`src/rtl/conv_bias_add_pkg.sv`:
```
// Shared types and defaults for the conv bias-add stage.
package conv_bias_add_pkg;

  // Frame phase: load the per-frame biases, then stream the accumulators.
  typedef enum logic {
    LOAD = 1'b0,
    RUN  = 1'b1
  } state_t;

  localparam int KERN_NUM_DEF   = 16;
  localparam int PIXELS_DEF     = 64;
  localparam int COEFF_W_DEF    = 16;
  localparam int ACC_W_DEF      = 32;
  localparam int BIAS_SHIFT_DEF = 8;

  // Counter width able to hold 0..n-1, never narrower than one bit.
  function automatic int cnt_w(input int n);
    return (n > 1) ? $clog2(n) : 1;
  endfunction

endpackage

```
`src/rtl/conv_bias_add_if.sv`:
```
// FIFO-style stream bundle: bias in, accumulator in, result out.
// master = the surrounding FIFOs, slave = the bias-add block.
interface conv_bias_add_if
  import conv_bias_add_pkg::*;
#(
  parameter int COEFF_W = COEFF_W_DEF,
  parameter int ACC_W   = ACC_W_DEF
);
  logic [COEFF_W-1:0] bias_V_dout;
  logic               bias_V_empty_n;
  logic               bias_V_read;
  logic [ACC_W-1:0]   acc_V_dout;
  logic               acc_V_empty_n;
  logic               acc_V_read;
  logic [ACC_W-1:0]   output_V_din;
  logic               output_V_full_n;
  logic               output_V_write;

  modport master (
    output bias_V_dout, bias_V_empty_n, input bias_V_read,
    output acc_V_dout, acc_V_empty_n, input acc_V_read,
    input output_V_din, output output_V_full_n, input output_V_write
  );

  modport slave (
    input bias_V_dout, bias_V_empty_n, output bias_V_read,
    input acc_V_dout, acc_V_empty_n, output acc_V_read,
    output output_V_din, input output_V_full_n, output output_V_write
  );
endinterface

```
`src/rtl/conv_bias_add_sat_add.sv`:
```
// Sign-extend and align a bias, add it to an accumulator, saturate.
module conv_bias_add_sat_add #(
  parameter int COEFF_W    = 16,
  parameter int ACC_W      = 32,
  parameter int BIAS_SHIFT = 8
) (
  input  logic [ACC_W-1:0]   acc,
  input  logic [COEFF_W-1:0] bias,
  output logic [ACC_W-1:0]   sum
);
  logic [ACC_W:0] acc_x;
  logic [ACC_W:0] bias_x;
  logic [ACC_W:0] sum_x;

  // One guard bit above ACC_W exposes overflow as a top-two-bit mismatch.
  always_comb begin
    acc_x  = {acc[ACC_W-1], acc};
    bias_x = {{(ACC_W+1-COEFF_W){bias[COEFF_W-1]}}, bias} << BIAS_SHIFT;
    sum_x  = acc_x + bias_x;
    if (sum_x[ACC_W] != sum_x[ACC_W-1])
      sum = sum_x[ACC_W] ? {1'b1, {(ACC_W-1){1'b0}}} : {1'b0, {(ACC_W-1){1'b1}}};
    else
      sum = sum_x[ACC_W-1:0];
  end
endmodule

```
`src/rtl/conv_bias_add.sv`:
```
// Per-frame bias load followed by channel-interleaved bias add with
// saturation; one-entry output register with full throughput.
module conv_bias_add
  import conv_bias_add_pkg::*;
#(
  parameter int KERN_NUM   = KERN_NUM_DEF,
  parameter int PIXELS     = PIXELS_DEF,
  parameter int COEFF_W    = COEFF_W_DEF,
  parameter int ACC_W      = ACC_W_DEF,
  parameter int BIAS_SHIFT = BIAS_SHIFT_DEF
) (
  input  logic              ap_clk,
  input  logic              ap_rst_n,
  conv_bias_add_if.slave    sif,
  output logic              frame_done
);
  localparam int CH_W  = cnt_w(KERN_NUM);
  localparam int PIX_W = cnt_w(PIXELS);
  localparam logic [CH_W-1:0]  CH_LAST  = CH_W'(KERN_NUM - 1);
  localparam logic [PIX_W-1:0] PIX_LAST = PIX_W'(PIXELS - 1);

  state_t             state;
  logic               alive;      // low for the first cycle after reset release
  logic [CH_W-1:0]    ch_cnt;
  logic [PIX_W-1:0]   pix_cnt;
  logic               out_valid;
  logic               out_last;   // out_reg holds the final result of a frame
  logic [ACC_W-1:0]   out_reg;
  logic [ACC_W-1:0]   sum;
  logic [COEFF_W-1:0] bias_rf [KERN_NUM];

  logic bias_rd, acc_rd, wr, adv, last_ch, last_pix;

  conv_bias_add_sat_add #(
    .COEFF_W(COEFF_W), .ACC_W(ACC_W), .BIAS_SHIFT(BIAS_SHIFT)
  ) u_sat_add (
    .acc  (sif.acc_V_dout),
    .bias (bias_rf[ch_cnt]),
    .sum  (sum)
  );

  // Handshake strobes; all held low while in (or just out of) reset.
  always_comb begin
    last_ch  = (ch_cnt == CH_LAST);
    last_pix = (pix_cnt == PIX_LAST);
    adv      = !out_valid || sif.output_V_full_n;
    bias_rd  = alive && (state == LOAD) && sif.bias_V_empty_n;
    acc_rd   = alive && (state == RUN) && sif.acc_V_empty_n && adv;
    wr       = out_valid && sif.output_V_full_n;
  end

  assign sif.bias_V_read    = bias_rd;
  assign sif.acc_V_read     = acc_rd;
  assign sif.output_V_write = wr;
  assign sif.output_V_din   = out_reg;
  assign frame_done         = wr && out_last;

  // Bias register file: not reset, rewritten by every frame's load burst.
  always_ff @(posedge ap_clk) begin
    if (bias_rd) bias_rf[ch_cnt] <= sif.bias_V_dout;
  end

  // Frame sequencing and the output register.
  always_ff @(posedge ap_clk or negedge ap_rst_n) begin
    if (!ap_rst_n) begin
      state     <= LOAD;
      alive     <= 1'b0;
      ch_cnt    <= '0;
      pix_cnt   <= '0;
      out_valid <= 1'b0;
      out_last  <= 1'b0;
      out_reg   <= '0;
    end else begin
      alive <= 1'b1;
      if (bias_rd) begin
        if (last_ch) begin
          ch_cnt <= '0;
          state  <= RUN;
        end else begin
          ch_cnt <= ch_cnt + 1'b1;
        end
      end
      if (acc_rd) begin
        out_reg   <= sum;
        out_valid <= 1'b1;
        out_last  <= last_ch && last_pix;
        if (last_ch) begin
          ch_cnt <= '0;
          if (last_pix) begin
            pix_cnt <= '0;
            state   <= LOAD;
          end else begin
            pix_cnt <= pix_cnt + 1'b1;
          end
        end else begin
          ch_cnt <= ch_cnt + 1'b1;
        end
      end else if (wr) begin
        out_valid <= 1'b0;
        out_last  <= 1'b0;
      end
    end
  end
endmodule

```
`src/flat_wrapper.sv`:
```
// flat-port wrapper written by rule: the top's interface ports become plain ports
module conv_bias_add_flat import conv_bias_add_pkg::*;
#(
  parameter int KERN_NUM   = KERN_NUM_DEF,
  parameter int PIXELS     = PIXELS_DEF,
  parameter int COEFF_W    = COEFF_W_DEF,
  parameter int ACC_W      = ACC_W_DEF,
  parameter int BIAS_SHIFT = BIAS_SHIFT_DEF
)
  (ap_clk, ap_rst_n, frame_done, sif_bias_V_dout, sif_bias_V_empty_n, sif_bias_V_read, sif_acc_V_dout, sif_acc_V_empty_n, sif_acc_V_read, sif_output_V_din, sif_output_V_full_n, sif_output_V_write);
  conv_bias_add_if #(.COEFF_W(COEFF_W), .ACC_W(ACC_W)) sif_i ();
  input  logic ap_clk;
  input  logic ap_rst_n;
  output logic frame_done;
  input wire logic [$bits(sif_i.bias_V_dout)-1:0] sif_bias_V_dout;
  input wire logic [$bits(sif_i.bias_V_empty_n)-1:0] sif_bias_V_empty_n;
  output wire logic [$bits(sif_i.bias_V_read)-1:0] sif_bias_V_read;
  input wire logic [$bits(sif_i.acc_V_dout)-1:0] sif_acc_V_dout;
  input wire logic [$bits(sif_i.acc_V_empty_n)-1:0] sif_acc_V_empty_n;
  output wire logic [$bits(sif_i.acc_V_read)-1:0] sif_acc_V_read;
  output wire logic [$bits(sif_i.output_V_din)-1:0] sif_output_V_din;
  input wire logic [$bits(sif_i.output_V_full_n)-1:0] sif_output_V_full_n;
  output wire logic [$bits(sif_i.output_V_write)-1:0] sif_output_V_write;
  assign sif_i.bias_V_dout = sif_bias_V_dout;
  assign sif_i.bias_V_empty_n = sif_bias_V_empty_n;
  assign sif_bias_V_read = sif_i.bias_V_read;
  assign sif_i.acc_V_dout = sif_acc_V_dout;
  assign sif_i.acc_V_empty_n = sif_acc_V_empty_n;
  assign sif_acc_V_read = sif_i.acc_V_read;
  assign sif_output_V_din = sif_i.output_V_din;
  assign sif_i.output_V_full_n = sif_output_V_full_n;
  assign sif_output_V_write = sif_i.output_V_write;
  conv_bias_add #(.KERN_NUM(KERN_NUM), .PIXELS(PIXELS), .COEFF_W(COEFF_W), .ACC_W(ACC_W), .BIAS_SHIFT(BIAS_SHIFT)) u_core (.ap_clk(ap_clk), .ap_rst_n(ap_rst_n), .sif(sif_i), .frame_done(frame_done));
endmodule
```
`config.mk`:
```
export PLATFORM = sky130hd
export DESIGN_NAME = conv_bias_add_flat
export DESIGN_NICKNAME = d
export VERILOG_FILES = /design/src/rtl/conv_bias_add_pkg.sv /design/src/rtl/conv_bias_add_if.sv /design/src/rtl/conv_bias_add_sat_add.sv /design/src/rtl/conv_bias_add.sv /design/src/flat_wrapper.sv
export SDC_FILE = /design/constraint.sdc
export NUM_CORES = 1
export LEC_CHECK = 0
export ABC_AREA = 1
export BUFFER_PORTS_ARGS = -buffer_cell sky130_fd_sc_hd__buf_4
export CAP_MARGIN = 20
export CORE_MARGIN = 1.5
export CORE_UTILIZATION = 50
export CTS_CLUSTER_DIAMETER = 120
export CTS_CLUSTER_SIZE = 10
export DETAILED_ROUTE_END_ITERATION = 16
export PLACE_DENSITY = 0.69
export SLEW_MARGIN = 20
export SYNTH_ARGS = -nofsm -noshare
export SYNTH_HDL_FRONTEND = slang
export SYNTH_SLANG_ARGS = --single-unit
export TNS_END_PERCENT = 30
```
`constraint.sdc`:
```
create_clock -name ap_clk -period 4 [get_ports ap_clk]
set_input_delay 0.8 -clock ap_clk [delete_from_list [all_inputs] [get_ports ap_clk]]
set_output_delay 0.8 -clock ap_clk [all_outputs]
set_load 0.02 [all_outputs]
```
# Yosys cells after proc, flatten, opt, wreduce, memory -nomap -nowiden
# Memories as Yosys holds them, arrays and structs flattened.
# Cells that the tools add are included.
# Widths: inputs -> output; s select.
[word_totals]
regBits = 46
latchBits = 0
ram_bits = 256
mem_bits_ro = 0
inputBits = 53
output_inout_bits = 36
word_cells = 44
n_memories = 1
[mem_list]
columns = ["name", "words", "word_bits", "rd", "rd_ports_with_merged_regs", "wr", "line_no", "source"]
rows = [
  ["u_core.bias_rf", 16, 16, 1, 0, 1, "conv_bias_add.sv:30", "logic [COEFF_W-1:0] bias_rf [KERN_NUM];"],
]
[op_classes]
n_addsub = 3
mul = 0
div_mod_pow = 0
magnitude_cmp = 0
eq_ne = 3
shift = 0
muxes = 16
bitwise_logic = 1
n_reduce_logical = 13
[ops]
columns = ["cell", "count"]
rows = [
  ["$mux 32", 2],
  ["$add 32x24->33", 1],
  ["$mux 4", 3],
  ["$mux 1", 10],
  ["$logic_and 1x1->1", 8],
  ["$add 6x1->6 const B", 1],
  ["$eq 6x6->1 const B", 1],
  ["$mux 6", 1],
  ["$add 4x1->4 const B", 1],
  ["$eq 4x4->1 const B", 1],
  ["$reduce_bool 2->1", 2],
  ["$reduce_and 2->1", 1],
  ["$logic_not 1->1", 1],
  ["$logic_or 1x1->1", 1],
  ["$ne 1x1->1", 1],
  ["$not 1->1", 1],
]

# Depth between registers and ports, before layout
# Gate-level depths: netlist of run 1.
[depth]
depth_word = 7
ltp_mapped = 24

# By module
# From an unflattened synthesis of run 1, not the netlist that was laid out.
[unflattened]
hier_cells = 1777
area_unflattened_um2 = 15253.4
[modules_own_cells]
columns = ["module", "instances", "cells_per_inst", "area_each_um2", "seq_area_each_um2"]
rows = [
  ["conv_bias_add", 1, 1404, 13344.0, 8838.5],
  ["conv_bias_add_sat_add", 1, 373, 1909.3, 0.0],
]

# Worst setup path before layout of run 1
# No wires, ideal clock.
[synth_timing]
path_type = "register to register"
start = "register u_core.ch_cnt[0]"
end = "register u_core.out_reg[10], in the netlist u_core.sif.output_V_din[10]"
setup_time_ns = 0.126
t_arrival_ns = 3.217
setup_slack_ns = 0.657
path_stages_with_launch = 24
n_path_buf = 5
period_less_slack_ns = 3.343
cell_sequence = "dfrtp_1 -> buf_2 -> inv_1 -> buf_2 -> clkbuf_1 -> nor2_1 -> o22ai_1 -> nand2_1 -> nand4_1 -> ha_1 -> inv_1 -> fa_1 -> inv_1 -> nand2_1 -> nand2_1 -> nand3_1 -> nand2_2 -> nand2_2 -> nand4_1 -> nand2_2 -> a21oi_2 -> buf_6 -> buf_12 -> a21oi_4"
[synth_via]
elab_chain_cells = 4
elab_cells_between_ends = 5
[synth_rtl]
columns = ["item", "line_no", "source"]
rows = [
  ["start, declared", "conv_bias_add.sv:24", "logic [CH_W-1:0] ch_cnt;"],
  ["start signal, assigned", "conv_bias_add.sv:80", "ch_cnt <= ch_cnt + 1'b1;"],
  ["start signal, assigned", "conv_bias_add.sv:96", "ch_cnt <= ch_cnt + 1'b1;"],
  ["$mem_v2 16x16 (*)", "--", ""],
  ["$add 32x24->33 (*)", "conv_bias_add_sat_add.sv:19", "sum_x = acc_x + bias_x;"],
  ["$mux 32 or $ne 1x1->1 (tied branches)", "conv_bias_add_sat_add.sv:21, conv_bias_add_sat_add.sv:20", ""],
  ["$mux 32 (*)", "conv_bias_add_sat_add.sv:20", "if (sum_x[ACC_W] != sum_x[ACC_W-1])"],
  ["end signal, assigned", "conv_bias_add.sv:84", "out_reg <= sum;"],
  ["end, declared", "conv_bias_add.sv:28", "logic [ACC_W-1:0] out_reg;"],
]
# Every way passes the cells marked *; elsewhere a longest branch is shown, timed or not.
# A chain may end at the register's enable or synchronous reset.

# Worst setup path after layout of run 1
[layout_timing]
start = "register u_core.ch_cnt[0]"
end = "register u_core.out_reg[0], in the netlist u_core.sif.output_V_din[0]"
# Same word-level chain as after synthesis.

==> results.txt, run 1 <==
- Outcome: completed
* CP arrival: about 4 ns
* Number of buffers inserted by port buffering: 88
- DRC marker count from the first detailed-route iteration: 869
* Clock sink count: 302
* Placeable core region: about 27000 um2
* Dpl ws: ~0.24 ns
- In this run the count of I/O pins placed on the die edge is 89.
- For the pin with the worst max-slew slack, the measured transition is 0.6270 ns.
* Top cell type by total area after synthesis: sky130_fd_sc_hd__edfxtp_1
- In this run, placement finished with an instance count of 1682.
- After floorplanning, the core was divided into 60 placement rows.
- The most used flip-flop cell after synthesis is sky130_fd_sc_hd__edfxtp_1.
- Average cell area after synthesis: 10.71 um2
* Clock slew at the register clock pins of the worst setup and hold paths: 0.06 ns
* Fraction of synthesis flops using an asynchronous set or reset pin: 15.23%
- Final cell area excluding filler cells: 15900 um2
- Die Span Y: ~170 um
- Cell internal power was estimated by the tool at 7.754 mW.
* Sw Ratio: 43.62%
- Antenna violations before repair: 0
- Post-layout min period: approximately 3.7 ns
- After synthesis, flip-flops and latches occupy 64.91% of the total area.
- Hold Path Class: input pin to asynchronous set/reset pin
- Total of max-cap violations: 0
- Combinational cells account for 50.7% of the total power.
* Via count of the first global-routing pass: approximately 9.4k
* Layout Cells excl Fill: roughly 1.7k
* Ant diodes: 0
* Post-synthesis register bit count: just over 300
- The floorplan step defined a die boundary enclosing 28230 um2.
* Fraction of layout instances using a drive strength above 1: 15.38%
- The total overflow left after global routing is 0.
- Summing over every cut layer, the via total after detailed routing is 9808.
- CTS root buffer: sky130_fd_sc_hd__clkbuf_16
* Worst R2R Start: u_core.ch_cnt[0]
- Syn Nets: 1354
* Number of optimization iterations in the first detailed-route pass: 7
- Worst hold slack: 0.2788 ns
- Yosys attributes the largest share of cell area to sky130_fd_sc_hd__edfxtp_1 (56%), sky130_fd_sc_hd__dfrtp_1 (8.5%), sky130_fd_sc_hd__nand2_1 (6.3%).
* Total placed instance area: ~15000 um2
- In this run, synthesis inferred roughly 260 flip-flops with an integrated enable.
- Starting utilization of the core area: 50.67%
- The worst setup path is launched from a register.
* Warnings, synthesis: 0
- Cells fill 59.15% of the core in the end.
- The first global-routing pass estimated ~52000 um of wire.
- In the final timing run, aggregate negative setup slack is 0 ns.
- The critical path in this run is classified as register to register.
* Clock latency on the worst-skew pair: 0.53 ns
- Relative slew slack: 58.15%
- CP startpoint: u_core.ch_cnt[0]
- CP Max Fanout: 76
- Remaining antenna violation count: 0
- Capturing point of the worst reg2reg path: u_core.sif.output_V_din[0]
- Clock power share: 21.0%
- Largest net degree at the start of global routing: 77
* Placer's final routability congestion estimate: 0.9458
* Longest Clk Path Bufs: 3
- Proportion of netlist area held by the largest area contributor: ~56%
- The net count of the finished layout is 1463.
- Part of the power in registers: 28.3%
- Reg2reg setup slack: 0.32 ns
* Synth cell types: 32
* Crit end category: register
* Number of DRC violations after detailed routing: 0
- The commonest cells after synthesis are sky130_fd_sc_hd__edfxtp_1 (256), sky130_fd_sc_hd__nand2_1 (229), sky130_fd_sc_hd__nor2_1 (205), sky130_fd_sc_hd__o21ai_0 (141), sky130_fd_sc_hd__inv_1 (67).
- TritonCTS clock tree: done
* Area growth from synthesis to layout: 16.74%
- Overall global routing resource usage: 24.18%
- Cell depth of the worst flop-to-flop path: 19
- Setup violations remaining at the end of the flow were counted as 0.
- DR vias/cell: 5.663
* Final total power: between 10 and 15 mW
- In this run the power density over the cells is just under 900 nW/um2.
* RSZ-0062 raised after global routing: no
* Post-synthesis cell count: roughly 1.3k
- For this design the total switching power over the nets is 6.000 mW.
- After detailed routing, the total wire length is 33840 um.
* Required time worst endpoint: 4.40 ns
- The H-tree was split into 2 levels.
- From left edge to right edge, the die measures 168.0 um.
- Buffers inserted during clock tree synthesis total 36.
- The number of failing hold endpoints at the final stage was 0.
- Number of max-slew violations in the final report: 0
- Leakage dissipation: a little over 6 nW
- Worst Skew: 0.01621 ns
- Mapped Area: ~14000 um2
- Share of the cycle needed by the critical path after routing: 91.91%
- Setup ws final: 0.3234 ns
- Timing would allow up to around 270 MHz.
* Leading cell type by number of instances after synthesis: sky130_fd_sc_hd__edfxtp_1
- Once detailed placement completed, the half-perimeter wirelength came to roughly 22000 um.
- WL per Instance: just under 20 um
- Peak VDD IR: ~0.46 mV
layout make-up:
class | count | area [um2]
well taps | 341 | 426.7
repair buffers | 126 | 1036
clock inverters | 3 | 48.80
multi-input cells | 842 | 4310
clock buffers | 46 | 959.7
fillers | 2233 | 10980
inverters | 72 | 271.5
flip-flops and latches | 302 | 8843
state kept, by name (all words and copies together), names as in the netlist:
register	cells
u_core.out_last	1
u_core.state	1
u_core.out_valid	1
u_core.alive	1
u_core.pix_cnt	6
u_core.bias_rf	256
u_core.ch_cnt	4
u_core.sif.output_V_din	32
power by group through the flow:
stage	sequential, mW	combinational, mW	clock [mW]
2_1_floorplan	4.09	4.67	0
4_1_cts	3.89	6.91	2.93
5_1_grt	3.92	7.75	3.05
3_5_place_dp	3.95	6.87	0
6_report	3.89	6.98	2.89
3_3_place_gp	3.94	6.81	0
cells in the final DEF (no fill, tap or decap), types with 2 or more instances in the layout:
cell / instances
sky130_fd_sc_hd__edfxtp_1: 256
sky130_fd_sc_hd__nand2_1: 229
sky130_fd_sc_hd__nor2_1: 198
sky130_fd_sc_hd__o21ai_0: 141
sky130_fd_sc_hd__buf_4: 118
sky130_fd_sc_hd__inv_1: 66
sky130_fd_sc_hd__o22ai_1: 65
sky130_fd_sc_hd__a21oi_1: 44
sky130_fd_sc_hd__dfrtp_1: 44
sky130_fd_sc_hd__clkbuf_16: 37
sky130_fd_sc_hd__nand4_1: 32
sky130_fd_sc_hd__ha_1: 29
sky130_fd_sc_hd__nand3_1: 28
sky130_fd_sc_hd__nor2_2: 13
sky130_fd_sc_hd__a21oi_4: 11
sky130_fd_sc_hd__xor2_1: 10
sky130_fd_sc_hd__nand2_2: 9
sky130_fd_sc_hd__clkbuf_1: 9
sky130_fd_sc_hd__xnor2_1: 7
sky130_fd_sc_hd__o21bai_1: 7
sky130_fd_sc_hd__inv_2: 5
sky130_fd_sc_hd__nor3_1: 5
sky130_fd_sc_hd__buf_12: 5
sky130_fd_sc_hd__nor3_2: 3
sky130_fd_sc_hd__nor2_4: 2
sky130_fd_sc_hd__a21oi_2: 2
sky130_fd_sc_hd__nor3b_1: 2
sky130_fd_sc_hd__inv_16: 2
sky130_fd_sc_hd__buf_6: 2
how the worst max path moves through the flow:
| stage | end | slack, ns | cells after the start |
|---|---|---|---|
| global placement | u_core.sif.output_V_din[12] | 0.28 | 20 |
| detailed placement | u_core.sif.output_V_din[8] | 0.24 | 18 |
| finish | u_core.sif.output_V_din[0] | 0.32 | 19 |
| CTS | u_core.sif.output_V_din[12] | 0.20 | 18 |
| floorplan | u_core.sif.output_V_din[10] | 0.66 | 23 |
| global route | u_core.sif.output_V_din[12] | 0.04 | 19 |
metal layers:
| metal | global-route usage [%] | share of wire, % |
|---|---|---|
| met1 | 32.67 | 43 |
| met2 | 40.00 | 47 |
| met3 | 3.761 | 6.8 |
| met4 | 8.617 | 3.2 |
| met5 | 0 | 0 |
critical path: stages, from the launching register on:
cell and delay, ns:
sky130_fd_sc_hd__dfrtp_4 0.55, sky130_fd_sc_hd__buf_16 0.31, sky130_fd_sc_hd__o21ai_0 0.16, sky130_fd_sc_hd__o22ai_1 0.19, sky130_fd_sc_hd__nand2_1 0.08, sky130_fd_sc_hd__nand4_1 0.19, sky130_fd_sc_hd__ha_1 0.26, sky130_fd_sc_hd__inv_1 0.07
sky130_fd_sc_hd__fa_1 0.42, sky130_fd_sc_hd__inv_1 0.10, sky130_fd_sc_hd__nand2_1 0.05, sky130_fd_sc_hd__nand2_1 0.08, sky130_fd_sc_hd__nand3_1 0.10, sky130_fd_sc_hd__nand2_2 0.16, sky130_fd_sc_hd__nand2_2 0.08, sky130_fd_sc_hd__nand4_1 0.10
sky130_fd_sc_hd__nand2_2 0.09, sky130_fd_sc_hd__a21oi_4 0.17, sky130_fd_sc_hd__buf_12 0.23, sky130_fd_sc_hd__a21oi_1 0.10
cells by family after synthesis:
kind of cell / Yosys count / synth area share, %
AO/OA/AOI/OAI: 271 / 11.61
AND/OR/NAND/NOR: 523 / 15.81
adder cells (fa/ha/maj): 30 / 2.812
other: 1 / 0.02754
XOR/XNOR: 17 / 1.093
flip-flops: 302 / 64.91
buffers and inverters: 127 / 3.731
repair_timing:
action,CTS,global route
setup buffers,0,1
resized for setup,0,3
endpoints found under the setup margin,0,31
hold buffers,0,0
Power figures use the tool's default switching activity.
==> inputs of run 2 (changes only) <==
- CAP_MARGIN: 20 -> default
- CORE_ASPECT_RATIO: default -> 0.7
- SETUP_SLACK_MARGIN: default -> 0.1
==> results.txt, run 2 (same netlist as run 1, synthesis figures left out) <==
- The clock skew after layout was 0.01309 ns (-0.003122 ns).
* Global-route wire length before repair: 55660 um (+6.9%)
- The proportion of layout cells with a drive suffix above 1 is 16.01% (+0.62 points).
- Peak VDD IR: 0.4663 mV (+1.6%)
- The period utilization is 91.70% (-0.22 points).
* Combined buffer and inverter count along the critical path: 4 (unchanged)
- The largest fanout of any net on the critical path is 18 (-76%).
- CTS root buffer: sky130_fd_sc_hd__clkbuf_16
* Net total in the final layout: 1463 (unchanged)
- Final Util: 59.51% (+0.37 points)
* Placeable core region: 26780 um2 (-0.37%)
- Number of max-slew violations in the final report: 0 (unchanged)
- The full die area was 28250 um2 (about the same).
- The final HPWL from detailed placement was 24020 um (+10%).
- The clock period minus worst slack is 3.668 ns (-0.008785 ns).
- Sum Neg Setup Slack: 0 ns (unchanged)
- The leakage power figure came to 6.061 nW (-0.26%).
* Max Clk Rate: 272.6 MHz (+0.24%)
- CTS H-tree lvls: 2 (unchanged)
* CP arrival: 4.12 ns (+0.05 ns)
* Reg2reg setup slack: 0.33 ns (about the same)
- Number of buffers inserted by port buffering: 88 (unchanged)
* Master of the slowest instance on the critical path: sky130_fd_sc_hd__dfrtp_2
- Number of DRC violations after detailed routing: 0 (unchanged)
* Standard-cell rows: 50 (-17%)
- Longest Clk Path Bufs: 3 (unchanged)
* Final cell area excluding filler cells: 15940 um2 (+0.24%)
- Crit end category: register
- The placed standard-cell area came to 14900 um2 (+0.24%).
- Outcome: completed
- The initial DRC count came to 1070 (+23%).
- The die span in x is 200.2 um (+19%).
- CTS buffer count: 36 (unchanged)
* Commonest cells after routing, fill and taps aside: sky130_fd_sc_hd__edfxtp_1 (256), sky130_fd_sc_hd__nand2_1 (229), sky130_fd_sc_hd__nor2_1 (192)
- The iteration count of the initial detailed-routing pass is 5 (-2).
- The initial antenna violation count came to 2 (+2).
- The clock sink count is 302 (unchanged).
* Leading cell type in the layout, fill and taps excluded: sky130_fd_sc_hd__edfxtp_1
- Via count of the first global-routing pass: 9491 (+0.57%)
- Area growth from synthesis to layout: 17.03%
- Die Span Y: 141.1 um (-16%)
- The count of hold buffers inserted by post-cts repair is 0 (unchanged).
- Overall global routing resource usage: 26.19% (+2.0 points)
- The final weighted congestion of routability-driven global placement came to 0.9904 (+4.7%).
- Largest net degree at the start of global routing: 69 (-10%)
- Cell Pwr Density: 914.1 nW/um2 (+5.6%)
- Clock latency on the worst-skew pair: 0.52 ns (about the same)
* Clock slew at the register clock pins of the worst setup and hold paths: 0.06 ns (about the same)
- TritonCTS built the clock tree.
- Required time worst endpoint: 4.45 ns (+0.05 ns)
- The average vias per placed instance is 5.696 (+0.59%).
- The number of failing hold endpoints at the final stage was 0 (unchanged).
- Crit path max-delay family: simple AND/OR/NAND/NOR gates
- Total detailed-routing wirelength: 36600 um (+8.2%)
* Max FFs per register: 256 (unchanged)
* Worst Max-Slew Pin Slew: 0.8266 ns (+0.1996 ns)
* Relative slew slack: 44.59% (-14 points)
* Total gr overflow: 0 (unchanged)
- The setup slack after layout is 0.3322 ns (+0.008785 ns).
- The max-cap check violation count was 0 (unchanged).
- The initial core utilization was 50.86% (+0.19 points).
- Critical Setup Path Class: register to register
- STA classifies the critical path startpoint as a register.
* RSZ-0062 raised after global routing: yes
- Vias after detailed routing: 10.02k (+2.2%)
- Final total power: 14.57 mW (+5.9%)
- The most numerous cell type found on the critical path is sky130_fd_sc_hd__nand2_1.
- The final routed wire length divided by cell count is 20.81 um (+6.5%).
- Number of setup violations in the final report: 0 (unchanged)
- The top-level I/O count is 89 (unchanged).
- Dpl ws: 0.07211 ns (-0.1671 ns)
- The delay of the slowest critical-path stage was 0.45 ns (-0.10 ns).
- Counting flops per register, the top entry is u_core.bias_rf.
- Hold Path Class: input pin to asynchronous set/reset pin
- Traced cell by cell, the critical path runs through inv_4 -> buf_4 -> o21ai_0 -> o22ai_1 -> nand2_1 -> nand4_1 -> ha_1 -> inv_1 -> fa_1 -> inv_1 -> nand2_1 -> nand2_1 -> nand2_1 -> o21ai_2 -> nand3_1 -> nand2_1 -> xor2_1 -> nand2_1 -> a21oi_1.
* Remaining antenna violation count: 0 (unchanged)
## run 2: changes by cell type in the layout (fill, tap and decap cells not counted), sizes merged
cell,previous run,this run
buf,126,125
clkbuf,46,49
clkinvlp,0,1
diode,0,2
inv,74,73
## run 2: per-layer routing
metal,track usage (%),routed length [um],vias up
met5,0,0,-
met4,6.898,648,0
met3,8.183,3961,47
met2,34.58,14700,401
met1,41.14,17290,4893
li1,-,-,4679
## run 2: cell type report
cell class              instances  area, um2
diodes                          2      5.005
clock inverters                 3      26.28
flip-flops and latches        302       8843
repair buffers                126       1031
multi-input cells             842       4329
clock buffers                  48      967.2
well taps                     364      455.4
fillers                      2246      10840
inverters                      72      277.8
## run 2: path summary, 6_finish.rpt
kind                                           from                     endpoint  cells after the start
worst max-delay path               u_core.ch_cnt[1]  u_core.sif.output_V_din[22]                     19
worst min-delay path                       ap_rst_n   u_core.sif.output_V_din[8]                      1
worst max register to register     u_core.ch_cnt[1]  u_core.sif.output_V_din[22]                     19
worst min register to register    u_core.pix_cnt[4]            u_core.pix_cnt[4]                      1
max in group asynchronous                  ap_rst_n             u_core.ch_cnt[0]                      1
min in group ap_clk             sif_output_V_full_n             u_core.out_valid                      2
## run 2: what timing repair did
action,in CTS,in global routing
gates cloned,0,0
endpoints found under the setup margin,1,31
setup buffers,0,2
gates resized for setup,1,7
pin swaps,0,1
## run 2: worst register-to-register path, stage by stage (launching register included)
cell                      delay (ns)
sky130_fd_sc_hd__dfrtp_2        0.45
sky130_fd_sc_hd__inv_4          0.21
sky130_fd_sc_hd__buf_4          0.27
sky130_fd_sc_hd__o21ai_0        0.11
sky130_fd_sc_hd__o22ai_1        0.17
sky130_fd_sc_hd__nand2_1        0.08
sky130_fd_sc_hd__nand4_1        0.15
sky130_fd_sc_hd__ha_1           0.26
sky130_fd_sc_hd__inv_1          0.09
sky130_fd_sc_hd__fa_1           0.43
sky130_fd_sc_hd__inv_1          0.10
sky130_fd_sc_hd__nand2_1        0.05
sky130_fd_sc_hd__nand2_1        0.09
sky130_fd_sc_hd__nand2_1        0.07
sky130_fd_sc_hd__o21ai_2        0.23
sky130_fd_sc_hd__nand3_1        0.11
sky130_fd_sc_hd__nand2_1        0.13
sky130_fd_sc_hd__xor2_1         0.35
sky130_fd_sc_hd__nand2_1        0.10
sky130_fd_sc_hd__a21oi_1        0.15
## run 2: stage by stage
step / cells / hold WS, ns
global route: 1757 / 0.3199
detailed placement: 1704 / 0.4893
floorplan: 1271 / 0.4676
CTS: 1755 / 0.2891
finish: 1759 / 0.2732
global placement: 1704 / 0.4872
## run 2: power breakdown
group | internal (mW) | switching, mW
sequential | 3.72 | 0.156
clock | 1.68 | 1.19
combinational | 2.40 | 5.42
total | 7.80 | 6.76
==> inputs of run 3 (changes only) <==
- BUFFER_PORTS_ARGS: -buffer_cell sky130_fd_sc_hd__buf_4 -> default
- CORE_ASPECT_RATIO: 0.7 -> default
- DONT_BUFFER_PORTS: default -> 1
- PLACE_DENSITY: 0.69 -> 0.66
==> results.txt, run 3 (same netlist as run 1, synthesis figures left out) <==
- Post-layout min period: 3.621 ns (-0.04702 ns)
- The pin count of the biggest net entering global routing is 85 (+23%).
- TritonCTS clock tree: done
- The final cell area excluding filler cells is 15310 um2 (-3.9%).
- Critical Setup Path Class: register to register
- The power per cell area came to 884.2 nW/um2 (-3.3%).
* Fraction of layout instances using a drive strength above 1: 10.43% (-5.6 points)
- Number of optimization iterations in the first detailed-route pass: 5 (unchanged)
- Number of buffers inserted by port buffering: 0 (-100%)
- Outcome: completed
- Die Span Y: 168.0 um (+19%)
* RSZ-0062 raised after global routing: no
* Required time worst endpoint: 4.39 ns (-0.06 ns)
- Max FFs per register: 256 (unchanged)
* CP Max Fanout: 29 (+11)
- Top-Level Pins: 89 (unchanged)
* Worst Skew: 0.01382 ns (+0.0007284 ns)
- Hold Path Class: input pin to asynchronous set/reset pin
- The actual slew at the worst max-slew pin was 0.7443 ns (-0.08233 ns).
* Vias after detailed routing: 9596 (-4.2%)
- Longest Clk Path Bufs: 3 (unchanged)
- The top cell types in the final layout, fill and taps aside, are sky130_fd_sc_hd__edfxtp_1 (256), sky130_fd_sc_hd__nand2_1 (229), sky130_fd_sc_hd__nor2_1 (192).
- Total placed instance area: 14220 um2 (-4.6%)
- Clock latency on the worst-skew pair: 0.52 ns (about the same)
- The first-pass GRT wire length is 52410 um (-5.8%).
* CTS buffer count: 36 (unchanged)
- Overall global routing resource usage: 24.61% (-1.6 points)
- The number of filler instances in the final layout is 2279 (+1.5%).
- Overall die width: 168.0 um (-16%)
- The final number of max-transition violations is 0 (unchanged).
- WL per Instance: 20.90 um (+0.46%)
- The number of global-route vias before repair is 9291 (-2.1%).
- Hold violation total from the final report: 0 (unchanged)
- The worst endpoint data arrival time came to 4.01 ns (-0.11 ns).
- Die Area: 28230 um2 (about the same)
- The initial core utilization was 50.67% (-0.19 points).
- The maximum clock frequency is 276.2 MHz (+1.3%).
* Placeable core region: 26880 um2 (+0.37%)
- Standard-cell rows: 60 (+20%)
- Leaving out fill and tap cells, the most frequent cell in the layout is sky130_fd_sc_hd__edfxtp_1.
* Placer's final routability congestion estimate: 0.9065 (-8.5%)
* Total gr overflow: 0 (unchanged)
- The final HPWL from detailed placement came to 20800 um (-13%).
- Crit end category: register
- Remaining antenna violation count: 0 (unchanged)
- Leakage dissipation: 5.665 nW (-6.5%)
- The worst relative slew slack is 50.33% (+5.7 points).
- Clock slew at the register clock pins of the worst setup and hold paths: 0.06 ns (about the same)
* DRC marker count from the first detailed-route iteration: 900 (-16%)
* Net total in the final layout: 1377 (-5.9%)
* Register with the highest flop count: u_core.bias_rf
- The max-cap check violation count was 0 (unchanged).
- Sum Neg Setup Slack: 0 ns (unchanged)
* Clock sink count: 302 (unchanged)
- CTS placed an instance of sky130_fd_sc_hd__clkbuf_16 at the clock tree root.
- The area growth from synthesis to layout is 12.46%.
- The worst setup path is launched from a register.
- The number of levels the H-tree was split into is 2 (unchanged).
- Ant diodes: 0 (-2)
* Number of setup violations in the final report: 0 (unchanged)
- Total detailed-routing wirelength: 34390 um (-6.0%)
- Number of DRC violations after detailed routing: 0 (unchanged)
- The average vias per placed instance was 5.833 (+2.4%).
- Antenna violations before repair: 0 (-2)
* Share of the cycle needed by the critical path after routing: 90.52% (-1.2 points)
- Peak VDD IR: 0.5171 mV (+11%)
==> run 3: cell types whose count changed in the layout (fill, tap and decap cells not counted) <==
cell	before	now
sky130_fd_sc_hd__buf_16	0	2
sky130_fd_sc_hd__buf_4	118	31
sky130_fd_sc_hd__clkbuf_1	11	8
sky130_fd_sc_hd__clkbuf_8	1	0
sky130_fd_sc_hd__clkinv_1	0	1
sky130_fd_sc_hd__clkinv_16	0	1
sky130_fd_sc_hd__clkinv_8	0	1
sky130_fd_sc_hd__diode_2	2	0
sky130_fd_sc_hd__ha_1	29	28
sky130_fd_sc_hd__ha_4	0	1
sky130_fd_sc_hd__inv_4	1	0
sky130_fd_sc_hd__inv_6	3	1
sky130_fd_sc_hd__o21ai_1	0	1
sky130_fd_sc_hd__o21ai_2	1	0
==> run 3: critical path: stages (launching register included) <==
cell and delay, ns:
sky130_fd_sc_hd__dfrtp_1 0.36, sky130_fd_sc_hd__inv_1 0.09, sky130_fd_sc_hd__nand2_1 0.26, sky130_fd_sc_hd__clkinvlp_4 0.37, sky130_fd_sc_hd__buf_4 0.25, sky130_fd_sc_hd__nand2_1 0.06, sky130_fd_sc_hd__nand4_1 0.22, sky130_fd_sc_hd__ha_1 0.46
sky130_fd_sc_hd__nand2_1 0.16, sky130_fd_sc_hd__inv_1 0.05, sky130_fd_sc_hd__nand2_1 0.06, sky130_fd_sc_hd__nand2_1 0.08, sky130_fd_sc_hd__nand2_1 0.11, sky130_fd_sc_hd__nand2_1 0.06, sky130_fd_sc_hd__nand2_1 0.09, sky130_fd_sc_hd__nand3_1 0.09
sky130_fd_sc_hd__nand2_1 0.09, sky130_fd_sc_hd__nand2_2 0.08, sky130_fd_sc_hd__a21oi_4 0.17, sky130_fd_sc_hd__buf_12 0.23, sky130_fd_sc_hd__a21oi_1 0.10
==> run 3: layout make-up <==
cell class                      count  area [um2]  area share (%)
Inverter                           72       275.3           1.798
Sequential cell                   302        8843           57.75
Clock inverter                      3       55.05          0.3595
Timing Repair Buffer               40       419.2           2.737
Multi-Input combinational cell    842        4338           28.33
Tap cell                          341       426.7           2.786
Clock buffer                       45       955.9           6.242
==> run 3: worst paths after layout <==
path / cells past startpoint / slack [ns] / startpoint / endpoint
setup / recovery: 20 / 0.38 / u_core.ch_cnt[2] / u_core.sif.output_V_din[1]
hold / removal: 1 / 0.13 / ap_rst_n / u_core.out_last
setup reg to reg: 20 / 0.38 / u_core.ch_cnt[2] / u_core.sif.output_V_din[1]
hold reg to reg: 1 / 0.50 / u_core.pix_cnt[4] / u_core.pix_cnt[4]
max in group asynchronous: 1 / 3.64 / ap_rst_n / u_core.ch_cnt[0]
min in group ap_clk: 0 / 0.38 / sif_bias_V_dout[1] / u_core.bias_rf[0][1]
==> run 3: layer usage <==
metal	vias up	track usage [%]	share of wire, %
met3	68	5.289	8.3
met1	4628	31.74	40
li1	4488	-	-
met5	-	0	0
met2	412	42.05	49
met4	0	7.090	2.5
==> run 3: what timing repair did <==
action                                 4_1_cts  5_1_grt
setup endpoints to repair                    0       31
endpoints found under the hold margin       46        0
hold buffers                                 1        0
resized for setup                            0        5
buffers inserted                             0        4
==> run 3: report_power, final <==
| group | switching [mW] | leakage [nW] | internal [mW] |
|---|---|---|---|
| Sequential | 0.360 | 2.84 | 3.72 |
| Clock | 1.20 | 0.488 | 1.68 |
| Combinational | 4.42 | 2.34 | 2.16 |
| Total | 5.98 | 5.66 | 7.56 |
==> run 3: through the flow <==
step	cells	power (mW)	worst slack, ns	hold WS [ns]	util, %
floorplan	1271	8.766	0.6570	0.4676	-
global placement	1592	10.48	0.3712	0.4932	52.90
detailed placement	1592	10.56	0.3166	0.4914	52.90
CTS	1641	13.47	0.2925	0.1229	56.76
global route	1645	14.50	0.07998	0.1314	56.98
finish	1645	13.54	0.3792	0.1302	56.98
